**src/rtl/silicon_tinytapeout_lm07.sv**
```systemverilog
// LM07/LM70 SPI temperature reader driving a 7-segment display (TinyTapeout tile).
// Define SEG_ACTIVE_LOW_EN for a common-anode display (segments and digit enables inverted).
module silicon_tinytapeout_lm07 #(
  parameter int unsigned SCK_HALF    = 2,
  parameter int unsigned IDLE_CYCLES = 8,
  parameter int unsigned MUX_CYCLES  = 16
) (
  input  logic       clk,
  input  logic       rst,
  input  logic       ena,
  input  logic [7:0] ui_in,
  output logic [7:0] uo_out,
  input  logic [7:0] uio_in,
  output logic [7:0] uio_out,
  output logic [7:0] uio_oe
);

`ifdef SEG_ACTIVE_LOW_EN
  localparam logic SEG_POL = 1'b1;
`else
  localparam logic SEG_POL = 1'b0;
`endif

  localparam logic [7:0] IDLE_LAST = 8'(IDLE_CYCLES - 1);
  localparam logic [7:0] HALF_LAST = 8'(SCK_HALF - 1);
  localparam logic [7:0] MUX_LAST  = 8'(MUX_CYCLES - 1);

  typedef enum logic [1:0] {
    ST_IDLE  = 2'd0,
    ST_SHIFT = 2'd1,
    ST_DONE  = 2'd2
  } state_t;

  state_t      state_q, state_d;
  logic [7:0]  cnt_q, cnt_d;
  logic [3:0]  bits_q, bits_d;
  logic [7:0]  sh_q, sh_d;
  logic [7:0]  temp_q, temp_d;
  logic        cs_q, cs_d;
  logic        sck_q, sck_d;

  logic [7:0]  mux_q, mux_d;
  logic        phase_q, phase_d;
  logic [6:0]  seg_q, seg_d;
  logic [1:0]  en_q, en_d;

  logic [11:0] c_s, f_s, sel_s, val_s, tens_w, units_w;
  logic [3:0]  tens_s, units_s, digit_s;
  logic        sio_s;
  logic        unused_bits;

  function automatic logic [6:0] seg7(input logic [3:0] d);
    case (d)
      4'd0:    seg7 = 7'h3F;
      4'd1:    seg7 = 7'h06;
      4'd2:    seg7 = 7'h5B;
      4'd3:    seg7 = 7'h4F;
      4'd4:    seg7 = 7'h66;
      4'd5:    seg7 = 7'h6D;
      4'd6:    seg7 = 7'h7D;
      4'd7:    seg7 = 7'h07;
      4'd8:    seg7 = 7'h7F;
      4'd9:    seg7 = 7'h6F;
      default: seg7 = 7'h00;
    endcase
  endfunction

  assign sio_s = uio_in[2];

  // SPI read sequencer: IDLE gap, 8 SCK rises with MSB-first capture, one DONE cycle
  always_comb begin
    state_d = state_q;
    cnt_d   = cnt_q;
    bits_d  = bits_q;
    sh_d    = sh_q;
    temp_d  = temp_q;
    cs_d    = cs_q;
    sck_d   = sck_q;
    case (state_q)
      ST_IDLE: begin
        sck_d = 1'b0;
        if (cnt_q == IDLE_LAST) begin
          state_d = ST_SHIFT;
          cnt_d   = 8'd0;
          bits_d  = 4'd0;
          sh_d    = 8'd0;
          cs_d    = 1'b0;
        end else begin
          cnt_d = cnt_q + 8'd1;
          cs_d  = 1'b1;
        end
      end
      ST_SHIFT: begin
        if (cnt_q == HALF_LAST) begin
          cnt_d = 8'd0;
          if (!sck_q) begin
            sck_d  = 1'b1;
            sh_d   = {sh_q[6:0], sio_s};
            bits_d = bits_q + 4'd1;
          end else if (bits_q == 4'd8) begin
            // last bit: CS rises together with SCK so no extra fall is seen while selected
            state_d = ST_DONE;
            cs_d    = 1'b1;
            sck_d   = 1'b0;
          end else begin
            sck_d = 1'b0;
          end
        end else begin
          cnt_d = cnt_q + 8'd1;
        end
      end
      ST_DONE: begin
        temp_d  = sh_q;
        state_d = ST_IDLE;
        cnt_d   = 8'd0;
        cs_d    = 1'b1;
        sck_d   = 1'b0;
      end
      default: begin
        state_d = ST_IDLE;
        cnt_d   = 8'd0;
        cs_d    = 1'b1;
        sck_d   = 1'b0;
      end
    endcase
  end

  always_ff @(posedge clk or posedge rst) begin
    if (rst) begin
      state_q <= ST_IDLE;
      cnt_q   <= 8'd0;
      bits_q  <= 4'd0;
      sh_q    <= 8'd0;
      temp_q  <= 8'd0;
      cs_q    <= 1'b1;
      sck_q   <= 1'b0;
    end else begin
      state_q <= state_d;
      cnt_q   <= cnt_d;
      bits_q  <= bits_d;
      sh_q    <= sh_d;
      temp_q  <= temp_d;
      cs_q    <= cs_d;
      sck_q   <= sck_d;
    end
  end

  // Reading to clamped two-digit decimal; negative readings display as zero in either unit
  always_comb begin
    c_s   = {4'd0, temp_q[6:0], 1'b0};
    f_s   = (c_s * 12'd9) / 12'd5 + 12'd32;
    sel_s = ui_in[2] ? f_s : c_s;
    if (temp_q[7]) begin
      val_s = 12'd0;
    end else if (sel_s > 12'd99) begin
      val_s = 12'd99;
    end else begin
      val_s = sel_s;
    end
    tens_w  = val_s / 12'd10;
    units_w = val_s % 12'd10;
    tens_s  = tens_w[3:0];
    units_s = units_w[3:0];
  end

  // Digit selection: fixed onboard digit, or tens/units multiplexing starting with tens
  always_comb begin
    mux_d   = 8'd0;
    phase_d = 1'b0;
    digit_s = tens_s;
    en_d    = 2'b00;
    if (ui_in[0]) begin
      if (mux_q == MUX_LAST) begin
        mux_d   = 8'd0;
        phase_d = ~phase_q;
      end else begin
        mux_d   = mux_q + 8'd1;
        phase_d = phase_q;
      end
      digit_s = phase_q ? units_s : tens_s;
      en_d    = phase_q ? 2'b10 : 2'b01;
    end else begin
      digit_s = ui_in[1] ? units_s : tens_s;
    end
    seg_d = seg7(digit_s);
  end

  always_ff @(posedge clk or posedge rst) begin
    if (rst) begin
      mux_q   <= 8'd0;
      phase_q <= 1'b0;
      seg_q   <= 7'h3F;
      en_q    <= 2'b00;
    end else begin
      mux_q   <= mux_d;
      phase_q <= phase_d;
      seg_q   <= seg_d;
      en_q    <= en_d;
    end
  end

  // dp follows the unit switch directly so it is also valid while reset is held
  assign uo_out      = {ui_in[2] ^ SEG_POL, seg_q ^ {7{SEG_POL}}};
  assign uio_out     = {3'b000, en_q ^ {2{SEG_POL}}, 1'b0, sck_q, cs_q};
  assign uio_oe      = 8'b0001_1011;
  assign unused_bits = &{1'b0, ena, ui_in[7:3], uio_in[7:3], uio_in[1:0],
                         tens_w[11:4], units_w[11:4]};

endmodule

```
**config.mk**
```make
export PLATFORM = sky130hd
export DESIGN_NAME = silicon_tinytapeout_lm07
export DESIGN_NICKNAME = d
export VERILOG_FILES = /design/src/rtl/silicon_tinytapeout_lm07.sv
export SDC_FILE = /design/constraint.sdc
export NUM_CORES = 1
export LEC_CHECK = 0
export CORE_MARGIN = 2
export CORE_UTILIZATION = 55
export DETAILED_ROUTE_END_ITERATION = 8
export PLACE_DENSITY = 0.88
export SYNTH_ARGS = -nofsm -noshare
export SYNTH_HDL_FRONTEND = slang
export SYNTH_SLANG_ARGS = --single-unit
```
**constraint.sdc**
```tcl
create_clock -name clk -period 19.45 [get_ports clk]
set_clock_uncertainty 0.05 [all_clocks]
set_input_delay 3.89 -clock clk [delete_from_list [all_inputs] [get_ports clk]]
set_output_delay 3.89 -clock clk [all_outputs]
set_load 0.01 [all_outputs]
```
# Yosys cells after proc, flatten, opt, wreduce, memory -nomap -nowiden
# Memory sizes are Yosys's and may differ from the RTL's. A register that Yosys moved wholly into a read port is not among the register bits.
# Index checks and enable logic that the tools add are counted.
word_totals:
  memories: 1
  elab_cells: 74
  register_bits: 43
  input_bits: 19
  out_inout_bits: 24
  rom_bits: 112
classes:
  n_addsub: 4
  n_lt_le_gt_ge: 1
  n_mux: 36
  eq_ne: 12
  bitwise: 1
  div: 3
  multipliers: 1
  reduce_logical: 5
mem_list:
  columns: ["name", "depth", "width", "rd", "rd_ports_with_merged_regs", "write_ports", "line", "source"]
  rows:
  - ["(name not given)", 16, 7, 1, 1, 0, "53", "case (d)"]
ops:
  columns: ["operator", "n"]
  rows:
  - ["$mux 8", 7]
  - ["$mux 12", 3]
  - ["$pmux 8 s2", 2]
  - ["$mux 4", 6]
  - ["$add 8x1->8 const B", 2]
  - ["$add 12x6->12 const B", 1]
  - ["$div 12x3->12 const B", 1]
  - ["$div 12x4->12 const B", 1]
  - ["$gt 12x7->1 const B", 1]
  - ["$mod 12x4->12 const B", 1]
  - ["$mux 2", 6]
  - ["$mul 7x4->11 const B", 1]
  - ["$ne 2x2->1 const B", 5]
  - ["$mux 1", 9]
  - ["$eq 8x1->1 const B", 1]
  - ["$eq 8x3->1 const B", 1]
  - ["$eq 8x4->1 const B", 1]
  - ["$pmux 4 s2", 1]
  - ["$reduce_and 4->1", 2]
  - ["$add 4x1->4 const B", 1]
  - ["$eq 4x4->1 const B", 1]
  - ["$pmux 2 s2", 1]
  - ["$reduce_and 3->1", 1]
  - ["$eq 2x1->1 const B", 1]
  - ["6 further kinds", 6]

# Logic depth before layout (Yosys ltp)
depth:
  depth_word: 10
  depth_mapped: 31
  mapped_depth_nobuf: 30

# Worst setup path after synthesis
# OpenSTA, ideal clock, no wires.
synth_timing:
  path_kind: "input -> output"
  start: "input ui_in[2]"
  end: "output uo_out[7]"
  t_required_ns: 15.510
  n_path_buf: 1
  cell_stages: 1
  path_slack_ns: 11.501
  t_arrival_ns: 4.009
  cell_sequence: "buf_4"
synth_rtl:
  columns: ["item", "line", "source"]
  rows:
  - ["start, declared", "11", "input logic [7:0] ui_in,"]
  - ["end, declared", "12", "output logic [7:0] uo_out,"]
# No word-level cell between the ends.

# Worst setup path in the final report
layout_timing:
  start: "input ui_in[2]"
  end: "output uo_out[7]"
# No word-level cell between the ends.

==> run summary <==
Number of gates resized after cts: 0. The initial core utilization is 0.561, and the number of search-and-repair iterations in the first detailed-routing pass is 6. Dividing the synthesized area by the synthesized cell count gives 8.32 um2. The clock sink count came out at 50.

The run gives 0.191 as the worst max-slew margin expressed relative to the limit. The detail route stage leaves a number of antenna-violating nets equal to 0. The run gives 0 as the initial antenna violation count. The cell sitting at the root of the clock tree is a sky130_fd_sc_hd__clkbuf_8. The fraction of synthesis flops using an asynchronous set or reset pin is 1.00, and the number of enable flip-flop cells after synthesis is 0.

Data on the critical path is required at its endpoint by 15.51 ns. Summed over all cells, the static leakage comes to 2.06 nW. Worst-margin pin slew: 1.20 ns. The highest net fanout along the worst path works out to 16.

The clock passes through at most 2 buffers. After detailed routing, the number of remaining DRC violations is 0. Among all flip-flop cells after synthesis, the most frequent one is sky130_fd_sc_hd__dfrtp_1. Entering global routing, the biggest net connects 51 pins. From left edge to right edge, the die measures 97.8 um. Port buffering added 17 buffers. The part of the cycle the worst path needs is 0.480. The critical path starts at ui_in[2]. For this block, the initial DRC count from the detailed router was 343. The worst setup path is of the input pin to output pin kind.

The maximum single-stage delay on the critical path was 0.85 ns. The slowest stage of the critical path belongs to the cell sky130_fd_sc_hd__clkdlybuf4s50_1. The row count is 34, and the largest vdd supply drop is 85.4 uV. For the hold violation total from the final report, the log shows 0. The ratio of total power to cell area is 86.1 nW/um2.

Counting both buffers and inverters, the worst setup path holds a total of 2. The flow ran to the end, and the final reports show no timing, DRC or antenna violations. The logs give 0 for the count of pins over their slew limit and 8220 um for the final HPWL from detailed placement.

The instance area after placement was 4950 um2. The first global-routing pass estimated 19500 um of wire. The multi-input combinational cells in the finished layout cover a total of 3270 um2. In this run the worst hold path is classified as flip-flop to flip-flop. The tools report the vias after detailed routing as 4540. Summing all flip-flop and latch instances after layout gives 1260 um2.

Clock-pin slew was measured on the worst setup and hold paths at 0.09 ns. Compared with the post-synthesis result, the final layout area differs by 4.13%. The share of the core filled with cells is 0.584, and the clock insertion delay at the later pin of the skew report is 0.31 ns. The routed design could run at a clock period as short as 9.33 ns. Share of layout cells above drive strength 1: 0.111. The endpoint arrival time on the critical path is 5.39 ns.

The global placer's final weighted congestion was 0.945; the post-synthesis register bit count was 50. Setup violations remaining at the end of the flow were counted as 0. The detail-routed via count per cell works out to 6.65. Total power for the finished layout comes to 0.000434 W. After routing the design area is 5040 um2.

The number of antenna diodes in the final layout is 0. On the critical path the largest part of the delay comes from buffers and inverters. Global routing finished with a remaining overflow of 0. The reported max-cap violation count is 0, and the cell count after synthesis is 582. In this run the cell area of the synthesized design comes to 4840 um2.

After detailed routing, the average wire length per cell comes to 16.6 um. The logs give 0.260 for the fraction of the yosys area taken by sequential cells and 9570 um2 for the die area. The tools report the worst flop-to-flop path startpoint as temp_q[6]. The category of the worst setup path capture point was an output pin. The critical path goes through clkdlybuf4s50_1 > clkdlybuf4s50_1. The startpoint kind of the worst setup timing path was an input pin. The logs give 0 for the count of buffers added by post-CTS timing repair for setup and 675 for the number of cells in the design after placement. The run gives 11300 um as the total routed wirelength.

The cell that appears most often on the critical path is sky130_fd_sc_hd__clkdlybuf4s50_1. For the global-route usage over all layers, the log shows 0.233. The yosys synthesis warning count came out at 0. TritonCTS built the clock tree.

In the final timing run, aggregate negative setup slack is 0 ns. For the number of placed I/O pins, the log shows 43. Setup repair after global routing left no endpoint under its margin. In the final design database the tool counted 615 nets. Derived from the worst setup path, the maximum achievable clock frequency is 107 MHz. Yosys mapped the design onto 92 distinct sky130hd cell types. After floorplanning, the core was sized to cover 8640 um2. Once layout is complete, the cells apart from fillers number 683. Counting the buffers created by CTS gives 5. Fill cells in the final layout number 729. The number of global-route vias before repair came out at 4340. In this run the most critical hold path is launched from mux_q[0]. The die is 97.8 um tall.

The H-tree generated during clock tree synthesis spans 2 levels. The run gives 0 as the number of hold-repair buffers added at the cts stage.
[where the power goes]
part | leakage, nW | switching (W) | internal, W | total (W)
Sequential | 0.645 | 0.00000515 | 0.000116 | 0.000121
Combinational | 1.36 | 0.000156 | 0.0000945 | 0.000250
Clock | 0.0491 | 0.0000360 | 0.0000265 | 0.0000625
[cells by family (layout without fill, tap and decap cells)]
family	count (synthesis)	count (layout)	synth area share
other	2	12	0.00155
DFF	50	50	0.260
xor gates and xnor gates	23	23	0.0416
and+or+nand+nor	207	207	0.223
muxes	12	12	0.0271
buffers and inverters	70	53	0.0716
adders and majority gates	22	22	0.0584
AOI/OAI and AO/OA	196	196	0.316
[final timing paths]
check | cells past startpoint | slack, ns | to
min in group asynchronous | 2 | 4.08 | sh_q[2]
max | 2 | 10.12 | uo_out[7]
max in group asynchronous | 2 | 14.65 | cnt_q[4]
min | 1 | 0.40 | mux_q[0]
max reg2reg | 26 | 11.52 | seg_q[3]
min reg2reg | 1 | 0.40 | mux_q[0]
[cell usage after synthesis (all sizes together), types with 4 or more instances]
master	count	share of area
nor2	52	0.042
nand2	49	0.038
dfrtp	43	0.22
a21oi	41	0.043
o21ai	35	0.036
buf	25	0.037
inv	25	0.019
nor3	24	0.030
nand3	23	0.024
ha	21	0.054
clkbuf	18	0.014
a31oi	14	0.021
xnor2	13	0.024
a22o	10	0.018
xor2	10	0.018
and3	9	0.012
mux2	9	0.021
o31ai	8	0.017
or3	8	0.013
a2111oi	7	0.018
and2	7	0.0090
dfstp	7	0.038
o221ai	7	0.013
nand2b	6	0.0078
o21a	6	0.011
o311ai	6	0.012
a211oi	5	0.010
a21o	5	0.0078
and4	5	0.0096
nor4	5	0.0077
a22oi	4	0.0072
a311oi	4	0.0072
nand4	4	0.0052
nor2b	4	0.0067
nor3b	4	0.0062
o211ai	4	0.0062
o311a	4	0.0083
o32ai	4	0.013
or2	4	0.0052
[metrics by stage]
stage	setup slack [ns]	hold WS, ns
after floorplan	11.50	0.375
after global placement	10.13	0.390
after detailed placement	10.14	0.396
after CTS	10.15	0.408
after global routing	10.09	0.437
final	10.12	0.405
[final cells by class]
cell class / count / area share
Timing Repair Buffer: 18 / 0.0352
Tap cell: 108 / 0.0268
Clock buffer: 5 / 0.0136
Inverter: 27 / 0.0201
Multi-Input combinational cell: 472 / 0.649
Sequential cell: 50 / 0.250
Clock inverter: 3 / 0.00521
[flip-flops by register name, summed over array words and instances (netlist names), 2 cells and up]
signal / cells
temp_q: 8
bits_q: 4
mux_q: 8
seg_q: 7
sh_q: 8
state_q: 2
en_q: 2
cnt_q: 8
[routing by layer]
| layer | vias up | track usage | wire (um) |
|---|---|---|---|
| li1 | 2149 | - | - |
| met2 | 211 | 0.402 | 5510 |
| met3 | 31 | 0.0265 | 716 |
| met5 | - | 0 | 0 |
| met1 | 2149 | 0.310 | 4940 |
| met4 | 0 | 0.0673 | 158 |
[cell usage in the layout, fill, tap and decap left out, types with 5 or more instances in the layout]
cell / synthesis / routed
sky130_fd_sc_hd__nor2_1: 50 / 50
sky130_fd_sc_hd__nand2_1: 49 / 49
sky130_fd_sc_hd__dfrtp_1: 43 / 43
sky130_fd_sc_hd__a21oi_1: 40 / 40
sky130_fd_sc_hd__o21ai_0: 30 / 30
sky130_fd_sc_hd__inv_1: 25 / 24
sky130_fd_sc_hd__nand3_1: 23 / 23
sky130_fd_sc_hd__ha_1: 21 / 21
sky130_fd_sc_hd__nor3_1: 19 / 19
sky130_fd_sc_hd__clkdlybuf4s50_1: 0 / 17
sky130_fd_sc_hd__xnor2_1: 13 / 13
sky130_fd_sc_hd__a31oi_1: 13 / 13
sky130_fd_sc_hd__conb_1: 2 / 12
sky130_fd_sc_hd__xor2_1: 10 / 10
sky130_fd_sc_hd__mux2_2: 9 / 9
sky130_fd_sc_hd__and3_1: 9 / 9
sky130_fd_sc_hd__a22o_1: 9 / 9
sky130_fd_sc_hd__and2_1: 7 / 7
sky130_fd_sc_hd__o221ai_1: 7 / 7
sky130_fd_sc_hd__dfstp_2: 7 / 7
sky130_fd_sc_hd__nand2b_1: 6 / 6
sky130_fd_sc_hd__a21o_1: 5 / 5
sky130_fd_sc_hd__nor3_2: 5 / 5
sky130_fd_sc_hd__o21ai_1: 5 / 5
sky130_fd_sc_hd__o21a_1: 5 / 5
sky130_fd_sc_hd__or3_1: 5 / 5
sky130_fd_sc_hd__o31ai_1: 5 / 5
sky130_fd_sc_hd__clkbuf_8: 0 / 5
No activity file was read; power rests on OpenSTA's default activity.
